$ cat config.mk
export PLATFORM = sky130hd
export DESIGN_NAME = mem_port_arbiter
export DESIGN_NICKNAME = d
export VERILOG_FILES = /design/src/rtl/mem_arb_pkg.sv /design/src/rtl/mem_port_arbiter_rr.sv /design/src/rtl/mem_port_arbiter.sv
export SDC_FILE = /design/constraint.sdc
export NUM_CORES = 1
export LEC_CHECK = 0
export CELL_PAD_IN_SITES_DETAIL_PLACEMENT = 1
export CELL_PAD_IN_SITES_GLOBAL_PLACEMENT = 2
export CORE_ASPECT_RATIO = 0.9
export CORE_MARGIN = 4
export CORE_UTILIZATION = 18
export CTS_BUF_LIST = sky130_fd_sc_hd__clkbuf_4 sky130_fd_sc_hd__clkbuf_8 sky130_fd_sc_hd__clkbuf_16
export DETAILED_ROUTE_END_ITERATION = 7
export PLACE_DENSITY_LB_ADDON = 0.15
export SLEW_MARGIN = 20
export SYNTH_ARGS = -nofsm -noshare
export SYNTH_HDL_FRONTEND = slang
export SYNTH_SLANG_ARGS = --single-unit
$ cat constraint.sdc
create_clock -name clk -period 2.4 [get_ports clk]
set_clock_uncertainty 0.05 [all_clocks]
set_input_delay 0.24 -clock clk [delete_from_list [all_inputs] [get_ports clk]]
set_output_delay 0.24 -clock clk [all_outputs]
set_load 0.02 [all_outputs]
$ cat src/rtl/mem_arb_pkg.sv
`default_nettype none
// ============================================================================
// Module      : mem_arb_pkg
// Description : Shared types and helpers for the memory port arbiter.
// Revision    : 1.0 - initial release
// ============================================================================
package mem_arb_pkg;

  typedef enum logic [0:0] {
    ST_INIT = 1'b0,
    ST_RUN  = 1'b1
  } arb_state_e;

  localparam int C_MAX_REQ = 8;

  function automatic int id_width(input int n);
    return (n > 1) ? $clog2(n) : 1;
  endfunction

  // Index reached by stepping 'offset' places past 'base' around a ring of n.
  function automatic int rotate_idx(input int base, input int offset, input int n);
    return (base + offset) % n;
  endfunction

endpackage
`default_nettype wire

$ cat src/rtl/mem_port_arbiter_rr.sv
`default_nettype none
// ============================================================================
// Module      : rr_arbiter
// Description : Round-robin picker; first request at or after the pointer wins.
// Revision    : 1.0 - initial release
// ============================================================================
module rr_arbiter
  import mem_arb_pkg::*;
#(
  parameter int NUM_REQ  = 2,
  parameter int ID_WIDTH = 1
) (
  input  logic                clk,
  input  logic                rst,
  input  logic [NUM_REQ-1:0]  i_req,
  input  logic                i_advance,
  output logic [NUM_REQ-1:0]  o_grant,
  output logic [ID_WIDTH-1:0] o_grant_id,
  output logic                o_grant_any
);

  logic [ID_WIDTH-1:0] r_ptr;
  logic [ID_WIDTH-1:0] w_idx;

  always_comb begin
    o_grant     = '0;
    o_grant_id  = '0;
    o_grant_any = 1'b0;
    w_idx       = '0;
    for (int k = 0; k < NUM_REQ; k++) begin
      w_idx = ID_WIDTH'(rotate_idx(int'(r_ptr), k, NUM_REQ));
      if (!o_grant_any && i_req[w_idx]) begin
        o_grant_any    = 1'b1;
        o_grant[w_idx] = 1'b1;
        o_grant_id     = w_idx;
      end
    end
  end

  always_ff @(posedge clk or negedge rst) begin
    if (!rst) begin
      r_ptr <= '0;
    end else if (i_advance && o_grant_any) begin
      r_ptr <= ID_WIDTH'(rotate_idx(int'(o_grant_id), 1, NUM_REQ));
    end
  end

endmodule
`default_nettype wire

$ cat src/rtl/mem_port_arbiter.sv
`default_nettype none
// ============================================================================
// Module      : mem_port_arbiter
// Description : Shares a dual-port memory between requesters; zero-fills it
//               after reset, then grants one write and one read per cycle.
// Revision    : 1.0 - initial release
// ============================================================================
module mem_port_arbiter
  import mem_arb_pkg::*;
#(
  parameter int NUM_REQ   = 2,
  parameter int MEM_DEPTH = 16,
  parameter int MEM_WIDTH = 8,
  parameter int ADD_WIDTH = 4
) (
  input  logic                           clk,
  input  logic                           rst,
  input  logic [NUM_REQ-1:0]             req_valid,
  input  logic [NUM_REQ-1:0]             req_we,
  input  logic [NUM_REQ*ADD_WIDTH-1:0]   req_addr,
  input  logic [NUM_REQ*MEM_WIDTH-1:0]   req_wdata,
  output logic [NUM_REQ-1:0]             req_ready,
  output logic [NUM_REQ-1:0]             rsp_valid,
  output logic [MEM_WIDTH-1:0]           rsp_rdata,
  output logic                           mem_valid,
  output logic                           mem_wr_en,
  output logic                           mem_rd_en,
  output logic [ADD_WIDTH-1:0]           mem_wr_addr,
  output logic [ADD_WIDTH-1:0]           mem_rd_addr,
  output logic [MEM_WIDTH-1:0]           mem_wr_data,
  input  logic [MEM_WIDTH-1:0]           mem_rdata,
  output logic                           init_done
);

  localparam int ID_WIDTH = id_width(NUM_REQ);

  arb_state_e            r_state, w_state_nxt;
  logic [ADD_WIDTH-1:0]  r_init_cnt;
  logic                  r_init_done;
  logic                  r_rsp_valid;
  logic [ID_WIDTH-1:0]   r_rsp_id;

  logic                  w_run;
  logic [NUM_REQ-1:0]    w_wr_req, w_rd_req, w_wr_grant, w_rd_grant;
  logic [ID_WIDTH-1:0]   w_wr_id, w_rd_id;
  logic                  w_wr_any, w_rd_any;
  logic [ADD_WIDTH-1:0]  w_addr_arr [NUM_REQ];
  logic [MEM_WIDTH-1:0]  w_data_arr [NUM_REQ];

  for (genvar gi = 0; gi < NUM_REQ; gi++) begin : g_unpack
    assign w_addr_arr[gi] = req_addr[gi*ADD_WIDTH +: ADD_WIDTH];
    assign w_data_arr[gi] = req_wdata[gi*MEM_WIDTH +: MEM_WIDTH];
  end

  assign w_run    = (r_state == ST_RUN);
  assign w_wr_req = req_valid &  req_we & {NUM_REQ{w_run}};
  assign w_rd_req = req_valid & ~req_we & {NUM_REQ{w_run}};

  rr_arbiter #(.NUM_REQ(NUM_REQ), .ID_WIDTH(ID_WIDTH)) u_wr_arb (
    .clk        (clk),
    .rst        (rst),
    .i_req      (w_wr_req),
    .i_advance  (w_run),
    .o_grant    (w_wr_grant),
    .o_grant_id (w_wr_id),
    .o_grant_any(w_wr_any)
  );

  rr_arbiter #(.NUM_REQ(NUM_REQ), .ID_WIDTH(ID_WIDTH)) u_rd_arb (
    .clk        (clk),
    .rst        (rst),
    .i_req      (w_rd_req),
    .i_advance  (w_run),
    .o_grant    (w_rd_grant),
    .o_grant_id (w_rd_id),
    .o_grant_any(w_rd_any)
  );

  always_ff @(posedge clk or negedge rst) begin
    if (!rst) r_state <= ST_INIT;
    else      r_state <= w_state_nxt;
  end

  always_comb begin
    w_state_nxt = r_state;
    req_ready   = '0;
    mem_valid   = 1'b0;
    mem_wr_en   = 1'b0;
    mem_rd_en   = 1'b0;
    mem_wr_addr = '0;
    mem_rd_addr = '0;
    mem_wr_data = '0;
    case (r_state)
      ST_INIT: begin
        // Reset holds the state at INIT, so the fill strobe is masked by rst.
        if (rst) begin
          mem_valid   = 1'b1;
          mem_wr_en   = 1'b1;
          mem_wr_addr = r_init_cnt;
        end
        if (r_init_cnt == ADD_WIDTH'(MEM_DEPTH - 1)) w_state_nxt = ST_RUN;
      end
      ST_RUN: begin
        req_ready = w_wr_grant | w_rd_grant;
        mem_wr_en = w_wr_any;
        mem_rd_en = w_rd_any;
        mem_valid = w_wr_any | w_rd_any;
        if (w_wr_any) begin
          mem_wr_addr = w_addr_arr[w_wr_id];
          mem_wr_data = w_data_arr[w_wr_id];
        end
        if (w_rd_any) mem_rd_addr = w_addr_arr[w_rd_id];
      end
      default: w_state_nxt = ST_INIT;
    endcase
  end

  always_ff @(posedge clk or negedge rst) begin
    if (!rst) begin
      r_init_cnt  <= '0;
      r_init_done <= 1'b0;
      r_rsp_valid <= 1'b0;
      r_rsp_id    <= '0;
    end else begin
      if (r_state == ST_INIT) r_init_cnt <= r_init_cnt + ADD_WIDTH'(1);
      r_init_done <= (w_state_nxt == ST_RUN);
      r_rsp_valid <= w_rd_any;
      r_rsp_id    <= w_rd_id;
    end
  end

  always_comb begin
    rsp_valid = '0;
    if (r_rsp_valid) rsp_valid[r_rsp_id] = 1'b1;
    rsp_rdata = r_rsp_valid ? mem_rdata : '0;
  end

  assign init_done = r_init_done;

endmodule
`default_nettype wire

### After elaboration in Yosys (flattened, before gate mapping)

Index checks and enable logic that the tools add are counted.

| storage, ports and cells | value |
|---|---|
| output and inout port bits | 32 |
| input bits | 38 |
| logic and storage cells | 102 |
| flip-flop bits (word level) | 9 |

| cells by class | value |
|---|---|
| reduce and logical (&&, ||, !) cells | 11 |
| add/sub/neg operators | 5 |
| equality and inequality tests | 1 |
| magnitude comparators | 12 |
| bitwise logic cells | 12 |
| multiplexer cells | 55 |

Operators by type and width:

| operator | count |
|---|---|
| $mux W8 | 6 |
| $mux W4 | 10 |
| $mux W1 | 25 |
| $mux W2 | 6 |
| $lt A1 B2 Y1 const B | 5 |
| $logic_and A1 B1 Y1 | 9 |
| $and A2 B2 Y2 | 4 |
| $pmux W4 S2 | 1 |
| $or A2 B2 Y2 | 3 |
| $demux W1 S1 | 5 |
| $ge A1 B1 Y1 const B | 5 |
| $add A1 B1 Y1 const B | 4 |
| $add A4 B1 Y4 const B | 1 |
| $eq A4 B4 Y1 const B | 1 |
| $ge A2 B2 Y1 const B | 2 |
| $not A1 Y2 | 2 |
| $pmux W1 S2 | 2 |
| $logic_not A1 Y1 | 2 |
| $not A2 Y2 | 1 |
| $not A1 Y1 | 1 |
| $or A1 B1 Y1 | 1 |

### Depth between registers and ports, before layout

Gate-level depths: netlist of run 1.

| logic depth | value |
|---|---|
| depth after elaboration | 15 |
| mapped depth | 4 |
| gate-level depth less buffers | 3 |

### Modules after synthesis

Synthesis of run 1 repeated with hierarchy kept, for this count alone.

| unflattened totals | value |
|---|---|
| cells, all modules | 93 |
| area total of the unflattened synthesis | 795.8 um2 |

By module, submodules not included:

| module | times used | cells an instance | area each (um2) | sequential area each (um2) |
|---|---|---|---|---|
| mem_port_arbiter | 1 | 77 | 658.1 | 175.2 |
| rr_arbiter | 2 | 8 | 68.8 | 25.0 |

### Least setup slack after synthesis of run 1

Ideal clock, no wire load.

| path | value |
|---|---|
| kind | register -> output |
| from | register init_done (netlist name) |
| to | output mem_wr_addr[0] |
| path slack | 0.651 ns |
| buffers on the path | 1 |
| required time | 2.110 ns |
| stages on the path, launching flop included | 5 |
| data arrival time | 1.459 ns |
| cell sequence | dfrtp_1 -> and3_4 -> o21ai_4 -> buf_6 -> o21ai_0 |

RTL lines:

| element | line | RTL |
|---|---|---|
| end, declared | mem_port_arbiter.sv:28 | `output logic [ADD_WIDTH-1:0] mem_wr_addr,` |

### Worst setup path in the final report of run 1

| path | value |
|---|---|
| from | input req_valid[1] |
| to | output mem_wr_en |

| on the way | value |
|---|---|
| word-level cells in the longest chain between the ends | 9 |
| elaborated cells between the ends (all ways) | 11 |
| classes of those cells | mux (7); bitwise (2); reduce/logical (2) |

RTL lines:

| element | line | RTL |
|---|---|---|
| start, declared | mem_port_arbiter.sv:18 | `input logic [NUM_REQ-1:0] req_valid,` |
| $and A2 B2 Y2 * (2 in a row) | mem_port_arbiter.sv:56 | `assign w_wr_req = req_valid & req_we & {NUM_REQ{w_run}};` |
| $mux W1 (not written as such) (2 in a row) | mem_port_arbiter_rr.sv:32 | `if (!o_grant_any && i_req[w_idx]) begin` |
| $mux W1 | mem_port_arbiter_rr.sv:32 |  |
| $logic_not A1 Y1 | mem_port_arbiter_rr.sv:32 |  |
| $logic_and A1 B1 Y1 | mem_port_arbiter_rr.sv:32 |  |
| $mux W1 * | mem_port_arbiter_rr.sv:32 |  |
| $pmux W1 S2 * | mem_port_arbiter.sv:93 | `case (r_state)` |
| end, declared | mem_port_arbiter.sv:26 | `output logic mem_wr_en,` |

Mark *: on every way between the ends. The rest lies on a longest branch, timed or not. The select of a mux whose other input is x is not followed.

==> summary.txt, run 1 <==
Drt
  • Initial drt markers: 23
  • Wirelength, routed: 3.97 mm
  • DR WL/cell: between 15 and 20 µm
  • Antenna-violating nets left: 0
  • Drc violations: 0
  • Vias/cell: 4.42
  • DR vias: 1,078
  • TritonRoute pass-1 iters: 4

Timing
  • Fmax: 434 MHz
  • RSZ-0062 raised after global routing: no
  • Final worst setup slack: approximately 0.096 ns
  • Fin crit period: between 2 and 2.5 ns
  • Setup TNS: 0 ns
  • Final period util: 96.0%
  • Final setup vio count: 0
  • Max_slew headroom: about four fifths
  • Fin. max-slew vios: 0
  • Tightest Pin Transition: 0.276 ns
  • Final hold vios: 0

Critical path
  • CP Data Arrival Time: 2.01 ns
  • Worst Setup End Kind: output port
  • CP Max Fanout: 9
  • Crit start category: primary input
  • Reg2Reg Setup Slack: approximately 1.1 ns
  • Req. time, crit path: ~2.1 ns
  • Crit Path Category: primary input to output port

Floorplanning
  • Die X: a little over 80 µm
  • Die height: ~74 µm
  • IO Pins: 70
  • # rows: 23
  • Die Area: between 6000 and 7000 µm²
  • Core Area: 4580 µm²
  • Initial core utilization: 19.1%

Synthesis
  • Top cell type's share of synthesized area: 25.8%
  • Synthesized area per cell: 9.02 µm²
  • Synth Net Count: ~140
  • Asr flop ratio synth: 100%
  • Count of different cell masters after synthesis: 33
  • Top cells by area, synth: dfrtp_1, mux2_4, and2_1, and3_1, mux2_2
  • Mapped Cells: 97
  • Sequential cell area fraction in the yosys report: 25.8%
  • Commonest cells in the synthesized netlist: and2_1, and3_1, dfrtp_1
  • Synthesis Warnings: 0
  • Synth area leader: dfrtp_1
  • Post-synth EDFFs: 0
  • Mapped cell area: 875 µm²
  • Synthesized flop and latch total: 9
  • Ys flop type: dfrtp_1

Layout
  • Antenna diodes: 0
  • Final net count: between 200 and 250
  • Cell area after layout: roughly 1800 µm²
  • Post-Layout Cell Count: 244
  • Area Overhead vs Synth: 105%
  • Share of layout cells above drive strength 1: roughly a fifth

Power and ir drop
  • Leakage: 0.881 nW
  • PD cells: 369 nW/µm²
  • Comb power frac: roughly 46%
  • P_sw: between 0.2 and 0.25 mW
  • Max VDD drop: 0.193 mV
  • Total chip power: 0.661 mW
  • Sequential power share: 26.2%
  • Cell internal pwr: around 0.44 mW
  • Clock power frac: 27.8%
  • Sw Ratio: 33.1%

Place
  • Placer Congestion: 0.785
  • Detailed Place HPWL: 3.33 mm
  • Placed Area: between 1500 and 2000 µm²
  • Input/output buffers: 69
  • Placed cells: 240
  • Pre-CTS setup slack: -0.0905 ns

Worst hold path
  • Min-delay worst type: primary input to asynchronous set/reset pin

Clocking
  • Reg clk slew, reported paths: around 0.050 ns
  • Clock Path Buffers: 2
  • Root buf cell: clkbuf_8
  • Clock Latency Late Sink: 0.23 ns
  • CTS tree: yes
  • CTS Buf Count: 3
  • Hold_buf cts: 0
  • Clock sinks: 9
  • CTS H-tree depth: 1
  • Post-CTS Setup Repair Bufs: 0

Global route
  • Gr ovfl total: 0
  • First-pass GRT wire length: 6.31 mm
  • Vias in the first global route: between 1k and 1.5k
  • Global Route Usage Sum: 13.5%
  • Initial antenna violation count: 0
  • Largest net degree at the start of global routing: 14

Run
  • Max-cap viol count: 0

Status
  • Status: finished clean
-- through the flow --
| stage | utilization, % | hold WS (ns) |
|---|---|---|
| finish | 39.1 | 0.287 |
| global route | 39.1 | 0.315 |
| CTS | 38.9 | 0.292 |
| detailed placement | 38.2 | 0.488 |
| global placement | 38.2 | 0.452 |
| floorplan | - | -0.106 |
-- sequential cells by signal, summed over array words and instances (netlist names) --
signal and cells:
r_init_cnt 4, init_done 1, r_rsp_id 1, r_rsp_valid 1, u_rd_arb.r_ptr 1, u_wr_arb.r_ptr 1
-- logic make-up (layout without fill, tap and decap cells) --
group           Yosys count  in the layout  synth area share (%)
fa+ha+maj                 1              1                  1.43
buf+inv                   7             92                  4.15
compound gates           25             25                  21.5
simple gates             42             42                  28.8
flops                     9              9                  25.8
xor+xnor                  3              3                  3.00
mux                      10             10                  15.5
-- repair_timing --
action,CTS,global route
setup endpoints to repair,15,4
endpoints found under the hold margin,0,0
resized for setup,14,4
-- worst max-delay path, stage by stage --
cell and delay [ns]:
clkdlybuf4s50_1 0.45, buf_4 0.16, a22o_2 0.30, buf_4 0.15, a21o_1 0.17, clkdlybuf4s50_1 0.53
-- cell type report --
cell class	count	area, µm²
Sequential cell	9	225
Clock buffer	3	41.3
Inverter	4	15.0
Timing Repair Buffer	84	810
Clock inverter	1	5.00
Fill cell	533	2790
Tap cell	62	77.6
Multi-Input combinational cell	81	616
-- layer usage --
layer	part of all wire [%]	GRT usage, %	routed length, µm	vias up
met5	0	0	0	-
met4	0	1.69	0	0
met3	3.6	2.66	142	0
met2	54	24.7	2150	17
met1	42	16.9	1680	531
li1	-	-	-	530
-- power by group through the flow --
stage | Clock [mW] | Combinational [mW] | Sequential [mW]
floorplan | 0 | 0.139 | 0.172
global placement | 0 | 0.315 | 0.175
detailed placement | 0 | 0.321 | 0.176
CTS | 0.189 | 0.310 | 0.173
global route | 0.198 | 0.327 | 0.175
finish | 0.184 | 0.304 | 0.173
-- placed cells by master (no fill, tap or decap), drive strengths merged --
cell           instances
a32oi                  2
or3b                   1
dfrtp                  9
o2111ai                4
a22oi                  2
a22o                   2
and3b                  1
o31ai                  1
mux2                  10
a21oi                  3
a21o                   1
and2                   9
nand3                  4
nand2                  7
dlymetal6s2s           4
o22ai                  1
inv                    4
nor2                   1
clkbuf                 3
o21ai                  6
and3                  10
clkdlybuf4s50         52
xnor2                  3
a31o                   1
buf                   15
nand2b                 4
or2                    1
nand4b                 1
a21boi                 2
dlygate4sd2           13
clkinv                 1
ha                     1
nor2b                  3
-- worst paths after layout --
path / start / endpoint / depth (start not counted)
min in group clk: r_init_cnt[3] / r_init_cnt[3] / 1
setup reg to reg: init_done / u_rd_arb.r_ptr / 4
hold reg to reg: r_init_cnt[3] / r_init_cnt[3] / 1
setup / recovery: req_valid[1] / mem_wr_en / 6
hold / removal: rst / r_rsp_valid / 2
max in group asynchronous: rst / u_wr_arb.r_ptr / 2
Note: power is estimated with default switching activity, not from simulation.
==> inputs of run 2 (changes only) <==
- CORE_MARGIN: 4 -> 1.5
- clock period: 2.4 -> 2.74 ns (I/O delays scaled with it)
==> run 2 against run 1 <==
Against the previous run:
- non-clock buffer count is 11 lower
- largest power group unchanged
- critical path type unchanged
- first-iteration DRC count is 100% higher
- global-route usage is 0.66 points higher
- highest routed layer is now met4
- hold slack better by 0.034 ns
- critical path depth stayed put
==> summary.txt, run 2 (same netlist as run 1, synthesis figures left out) <==
Critical path
  • Crit Path Category: primary input to output port
  • Worst Setup End Kind: output port
  • Top delay family on crit path: buffers and inverters
  • Critical Path Max Stage Delay: 0.63 ns (+0.10 ns)
  • FF-to-FF path depth: 2 (-2)
  • Slowest cell on the critical path: clkdlybuf4s50_1
  • Worst reg2reg startpoint: init_done
  • CP Max Fanout: 13 (+4)
  • Most frequent CP cell: clkdlybuf4s50_1
  • Req. time, crit path: 2.42 ns (+0.31 ns)
  • Worst path bufs/invs: 3 (-1)
  • Crit start category: primary input
  • Reg2Reg Setup Slack: 1.39 ns (+0.27 ns)
  • Crit-path cells: clkdlybuf4s50_1 -> nand2_1 -> o21ai_4 -> buf_12 -> mux2_2 -> clkdlybuf4s50_1
  • Worst reg2reg endpoint: r_init_cnt[1]
  • CP Data Arrival Time: 2.26 ns (+0.25 ns)

Global route
  • Largest net degree at the start of global routing: 16 (+2)
  • Gr ovfl total: 0 (unchanged)
  • Initial antenna violation count: 0 (unchanged)
  • Vias in the first global route: 1,142 (-3.9%)
  • First-pass GRT wire length: 6.02 mm (-4.5%)
  • Global Route Usage Sum: 14.2% (+0.66 points)

Floorplanning
  • Die height: 69.1 µm (-6.7%)
  • Die X: 76.5 µm (-6.1%)
  • Core Area: 4550 µm² (-0.63%)
  • Die Area: 5290 µm² (-12%)
  • Initial core utilization: 19.2% (+0.12 points)
  • # rows: 23 (unchanged)
  • IO Pins: 70 (unchanged)

Timing
  • Fin. max-slew vios: 0 (unchanged)
  • Final period util: 94.4%
  • RSZ-0062 raised after global routing: no
  • Tightest Pin Transition: 0.364 ns (+0.0883 ns)
  • Fin crit period: around 2.6 ns
  • Final setup vio count: 0 (unchanged)
  • Setup TNS: 0 ns (unchanged)
  • Fmax: 387 MHz
  • Max_slew headroom: 75.7% (-5.9 points)
  • Final hold vios: 0 (unchanged)

Layout
  • Layout fillers: 561 (+5.3%)
  • Share of layout cells above drive strength 1: 14.6% (-5.7 points)
  • Largest Register: r_init_cnt
  • Max reg flops: 4 (unchanged)
  • Register Area: 225 µm² (unchanged)
  • Commonest cells after routing, fill and taps aside: clkdlybuf4s50_1, and3_1, and2_1, dfrtp_1, nand2_1
  • Area Overhead vs Synth: 95.9%
  • Antenna diodes: 0 (unchanged)
  • Multi-input gate area: 613 µm² (-0.41%)
  • Final net count: 211 (-5.0%)
  • Commonest non-fill, non-tap cell in the layout: clkdlybuf4s50_1
  • Cell area after layout: 1710 µm² (-4.3%)

Drt
  • Wirelength, routed: 3.66 mm (-7.7%)
  • Drc violations: 0 (unchanged)
  • DR WL/cell: 15.7 µm (-3.3%)
  • Antenna-violating nets left: 0 (unchanged)
  • Initial drt markers: 46 (+100%)
  • DR vias: 1,040 (-3.5%)
  • TritonRoute pass-1 iters: 4 (unchanged)
  • Vias/cell: 4.46 (+1.0%)

Clocking
  • Post_cts resized: 0 (-14)
  • Clock sinks: 9 (unchanged)
  • CTS H-tree depth: 1 (unchanged)
  • Post-CTS Setup Repair Bufs: 0 (unchanged)
  • Reg clk slew, reported paths: 0.05 ns (about the same)
  • Root buf cell: clkbuf_8
  • Hold_buf cts: 0 (unchanged)
  • CTS tree: yes
  • Clock Latency Late Sink: 0.24 ns (about the same)
  • Clock Path Buffers: 2 (unchanged)
  • CTS Buf Count: 3 (unchanged)

Place
  • Placed Area: 1660 µm² (-4.7%)
  • Placer Congestion: 0.789 (+0.51%)
  • Detailed Place HPWL: 2.96 mm (-11%)
  • Input/output buffers: 69 (unchanged)

Power and ir drop
  • Max VDD drop: 0.201 mV (+4.0%)
  • Total chip power: 0.587 mW (-11%)
  • Comb power frac: 45.0% (-1.0 points)
  • PD cells: 343 nW/µm² (-7.2%)
  • Clock power frac: 29.2% (+1.4 points)
  • Sequential power share: 25.8% (-0.4 points)
  • P_sw: 0.185 mW (-15%)
  • Sw Ratio: 31.5% (-1.5 points)
  • Cell internal pwr: 0.402 mW (-9.2%)
  • Leakage: 0.734 nW (-17%)

Run
  • Max-cap viol count: 0 (unchanged)

Status
  • Status: finished clean

Worst hold path
  • Min-delay worst type: primary input to asynchronous set/reset pin
==> run 2: changes by cell type in the layout (fill, tap and decap cells not counted), sizes merged <==
cell,delta
dlymetal6s2s,-4
dlygate4sd2,-13
buf,-11
clkbuf,+1
clkinv,-1
clkdlybuf4s50,+17
==> run 2: cell type report <==
cell class	count	share of cell area, %
sequential	9	13.1
clock buffer	4	2.85
tap	62	4.53
multi-input combinational	81	35.8
timing repair buffer	73	42.8
inverter	4	0.877
==> run 2: worst reg2reg max path, cell delays in order (launching register included) <==
cell	delay, ns
dfrtp_1	0.55
buf_4	0.28
mux2_2	0.35
==> run 2: power groups by stage <==
stage	sequential, mW	combinational, mW	clock (mW)
4_1_cts	0.151	0.267	0.178
3_3_place_gp	0.153	0.264	0
6_report	0.151	0.264	0.172
5_1_grt	0.154	0.282	0.184
3_5_place_dp	0.154	0.266	0
2_1_floorplan	0.150	0.121	0
==> run 2: routing by layer <==
layer  track usage (%)  part of all wire [%]
met4              1.85                  0.85
met1              17.9                    46
met5                 0                     0
met3              3.05                   2.4
met2              25.3                    51
==> run 2: stage by stage <==
step	setup WS, ns	instances	hold WS (ns)	utilization (%)
after floorplan	0.957	97	-0.0716	-
after global placement	0.209	229	0.449	36.6
after detailed placement	0.171	229	0.467	36.6
after CTS	0.159	233	0.330	37.7
after global routing	0.0829	233	0.347	37.7
final	0.154	233	0.322	37.7
==> run 2: worst max path at each step <==
stage,end,from,slack [ns],cells past startpoint
5_1_grt,mem_wr_data[0],req_we[0],0.08,6
3_3_place_gp,mem_wr_data[0],req_we[0],0.21,6
3_5_place_dp,mem_wr_data[7],req_we[0],0.17,6
4_1_cts,mem_wr_data[7],req_we[0],0.16,6
6_report,mem_wr_data[1],req_we[0],0.15,6
2_1_floorplan,mem_wr_addr[0],init_done,0.96,4
==> inputs of run 3 (changes only) <==
- CORE_UTILIZATION: 18 -> 16
- SETUP_SLACK_MARGIN: not set -> 0.1
- SYNTH_HIERARCHICAL: not set -> 1
==> run 3 against run 2 <==
Against the previous run:
- hold slack improved by 0.00064 ns
- utilization decreased by 3.0 points
- routed wire length decreased by 15%
- via count is 8.1% lower
- clock power is 4% lower
- final area shrank 2.6%
- largest cell class unchanged
- critical path depth is 2 higher
- global-route usage shrank 2.3 points
- non-clock buffer count up 1
- sequential power about the same
- sequential cell count is the same
- largest power group unchanged
- highest routed layer unchanged
==> summary.txt, run 3 <==
Status
  • Status: finished clean

Power and ir drop
  • Leakage: 0.785 nW (+7.0%)
  • Max VDD drop: 0.193 mV (-3.6%)
  • PD cells: 335 nW/µm² (-2.3%)

Critical path
  • Worst Setup End Kind: output port
  • Top delay family on crit path: buffers and inverters
  • Worst path bufs/invs: 3 (unchanged)
  • Crit-path cells: clkdlybuf4s50_1 -> nand2_1 -> nor2_2 -> a21boi_0 -> buf_4 -> mux2i_1 -> nor2_1 -> clkdlybuf4s50_1
  • Worst reg2reg startpoint: init_done
  • Most frequent CP cell: clkdlybuf4s50_1
  • Cell depth of the worst setup path: 8 (+2)
  • Reg2Reg Setup Slack: 1.58 ns (+0.19 ns)
  • Worst reg2reg endpoint: r_init_cnt[1]
  • Critical Path Max Stage Delay: 0.62 ns (about the same)
  • Crit start category: primary input
  • Req. time, crit path: 2.42 ns (about the same)
  • CP Max Fanout: 5 (-8)
  • Slowest cell on the critical path: clkdlybuf4s50_1
  • CP Data Arrival Time: 2.18 ns (-0.08 ns)
  • Crit Path Category: primary input to output port
  • FF-to-FF path depth: 2 (unchanged)

Synthesis
  • Synthesis Warnings: 6 (+6)
  • Synth Net Count: 132 (-2.9%)
  • Synthesized flop and latch total: 9 (unchanged)
  • Post-synth EDFFs: 0 (unchanged)
  • Top cell type's share of synthesized area: 28.3% (+2.6 points)
  • Synth area leader: dfrtp_1
  • Sequential cell area fraction in the yosys report: 28.3% (+2.6 points)
  • Ys flop type: dfrtp_1
  • Top cells by area, synth: dfrtp_1, mux2i_1, and2_1, nor2_1, a21boi_0
  • Synthesized area per cell: 8.56 µm² (-5.1%)
  • Mapped Cells: 93 (-4.1%)
  • Top-count cell post-synth: mux2i_1
  • Count of different cell masters after synthesis: 27 (-18%)
  • Commonest cells in the synthesized netlist: mux2i_1, nor2_1, and2_1, dfrtp_1, a21boi_0
  • Mapped cell area: 796 µm² (-9.0%)
  • Asr flop ratio synth: 100% (unchanged)

Drt
  • Drc violations: 0 (unchanged)
  • TritonRoute pass-1 iters: 3 (-1)
  • Wirelength, routed: 3.13 mm (-15%)
  • Antenna-violating nets left: 0 (unchanged)
  • DR WL/cell: 13.5 µm (-14%)
  • Initial drt markers: 18 (-61%)
  • DR vias: 956 (-8.1%)
  • Vias/cell: 4.12 (-7.7%)

Global route
  • Gr ovfl total: 0 (unchanged)
  • Vias in the first global route: 986 (-14%)
  • Initial antenna violation count: 0 (unchanged)
  • First-pass GRT wire length: 5.15 mm (-14%)
  • Global Route Usage Sum: 11.9% (-2.3 points)
  • Largest net degree at the start of global routing: 18 (+2)

Timing
  • Tightest Pin Transition: 0.250 ns (-0.114 ns)
  • Setup TNS: 0 ns (unchanged)
  • RSZ-0062 raised after global routing: yes
  • Fin crit period: 2.51 ns (-0.0799 ns)
  • Max_slew headroom: 83.3% (+7.5 points)
  • Fmax: 399 MHz (+3.2%)
  • Final setup vio count: 0 (unchanged)
  • Final period util: 91.5% (-2.9 points)
  • Worst hold slack: 0.322 ns (+0.000639 ns)
  • Final hold vios: 0 (unchanged)
  • Fin. max-slew vios: 0 (unchanged)

Run
  • Max-cap viol count: 0 (unchanged)

Floorplanning
  • Die height: 69.9 µm (+1.1%)
  • Initial core utilization: 16.6% (-2.7 points)
  • Die X: 77.3 µm (+1.1%)
  • Die Area: 5410 µm² (+2.3%)
  • # rows: 24 (+4.3%)
  • Core Area: 4800 µm² (+5.7%)
  • IO Pins: 70 (unchanged)

Clocking
  • CTS Buf Count: 3 (unchanged)
  • CTS tree: yes
  • Clock sinks: 9 (unchanged)
  • CTS H-tree depth: 1 (unchanged)
  • Clock Latency Late Sink: 0.23 ns (about the same)
  • Reg clk slew, reported paths: 0.05 ns (about the same)
  • Clock Path Buffers: 2 (unchanged)
  • Root buf cell: clkbuf_8

Layout
  • Share of layout cells above drive strength 1: 8.38% (-6.2 points)
  • Antenna diodes: 0 (unchanged)
  • Commonest non-fill, non-tap cell in the layout: clkdlybuf4s50_1
  • Commonest cells after routing, fill and taps aside: clkdlybuf4s50_1, mux2i_1, nor2_1
  • Cell area after layout: 1670 µm² (-2.6%)
  • Final net count: 207 (-1.9%)
  • Area Overhead vs Synth: 110%

Place
  • Placed Area: 1590 µm² (-4.4%)
  • Placer Congestion: 0.705 (-11%)
  • Detailed Place HPWL: 2.60 mm (-12%)
  • Input/output buffers: 69 (unchanged)

Worst hold path
  • Min-delay worst type: primary input to asynchronous set/reset pin
[run 3: cell count changes after synthesis, moves of 3 or more]
cell / change
mux2i_1: +16
nor2_1: +13
nand3_1: -3
and3_1: -7
a21boi_0: +4
o2bb2ai_1: +3
o2111ai_1: -4
mux2_2: -3
o21ai_0: -4
mux2_4: -6
[run 3: repair_timing]
item	in CTS	in global routing
setup endpoints to repair	4	16
setup buffers	0	0
hold buffers	0	0
gates resized for setup	2	11
[run 3: how the worst max path moves through the flow]
stage / from / endpoint / slack [ns]
floorplan: init_done / mem_wr_addr[0] / 0.34
global placement: req_valid[1] / mem_wr_addr[0] / 0.10
detailed placement: req_valid[1] / mem_wr_addr[0] / 0.05
CTS: req_valid[1] / mem_wr_addr[1] / 0.13
global route: req_valid[0] / mem_rd_addr[2] / 0.04
finish: req_valid[1] / mem_rd_addr[1] / 0.23
[run 3: cell type report]
| class | instances | area (µm²) |
|---|---|---|
| multi-input combinational | 77 | 539 |
| fill | 568 | 3140 |
| sequential | 9 | 225 |
| clock buffer | 4 | 48.8 |
| tap | 65 | 81.3 |
| inverter | 3 | 11.3 |
| timing repair buffer | 74 | 762 |
[run 3: routing by layer]
layer | wire (µm) | vias to the layer above | global-route usage [%]
li1 | - | 471 | -
met1 | 1310 | 453 | 14.2
met2 | 1660 | 30 | 21.7
met3 | 156 | 2 | 3.53
met4 | 11 | 0 | 1.21
met5 | 0 | - | 0
[run 3: metrics by stage]
stage          total power [mW]  std cells  util [%]  setup WS (ns)
6_report                  0.558        232      34.7          0.234
2_1_floorplan             0.258         93         -          0.336
3_3_place_gp              0.398        228      33.1          0.104
5_1_grt                   0.593        232      34.7         0.0365
3_5_place_dp              0.401        228      33.1         0.0475
4_1_cts                   0.571        232      34.2          0.133
[run 3: logic make-up (layout without fill, tap and decap cells)]
family          count (synthesis)  in the layout  share of synthesized area (%)
compound gates                 17             17                           15.4
xor+xnor                        3              3                           3.30
fa+ha+maj                       1              1                           1.57
buf+inv                         7             81                           4.87
flops                           9              9                           28.3
mux                            17             17                           21.5
simple gates                   39             39                           25.0
[run 3: where the power goes]
| part | internal, mW | switching (mW) |
|---|---|---|
| Clock | 0.111 | 0.0533 |
| Sequential | 0.141 | 0.00806 |
| Combinational | 0.136 | 0.109 |
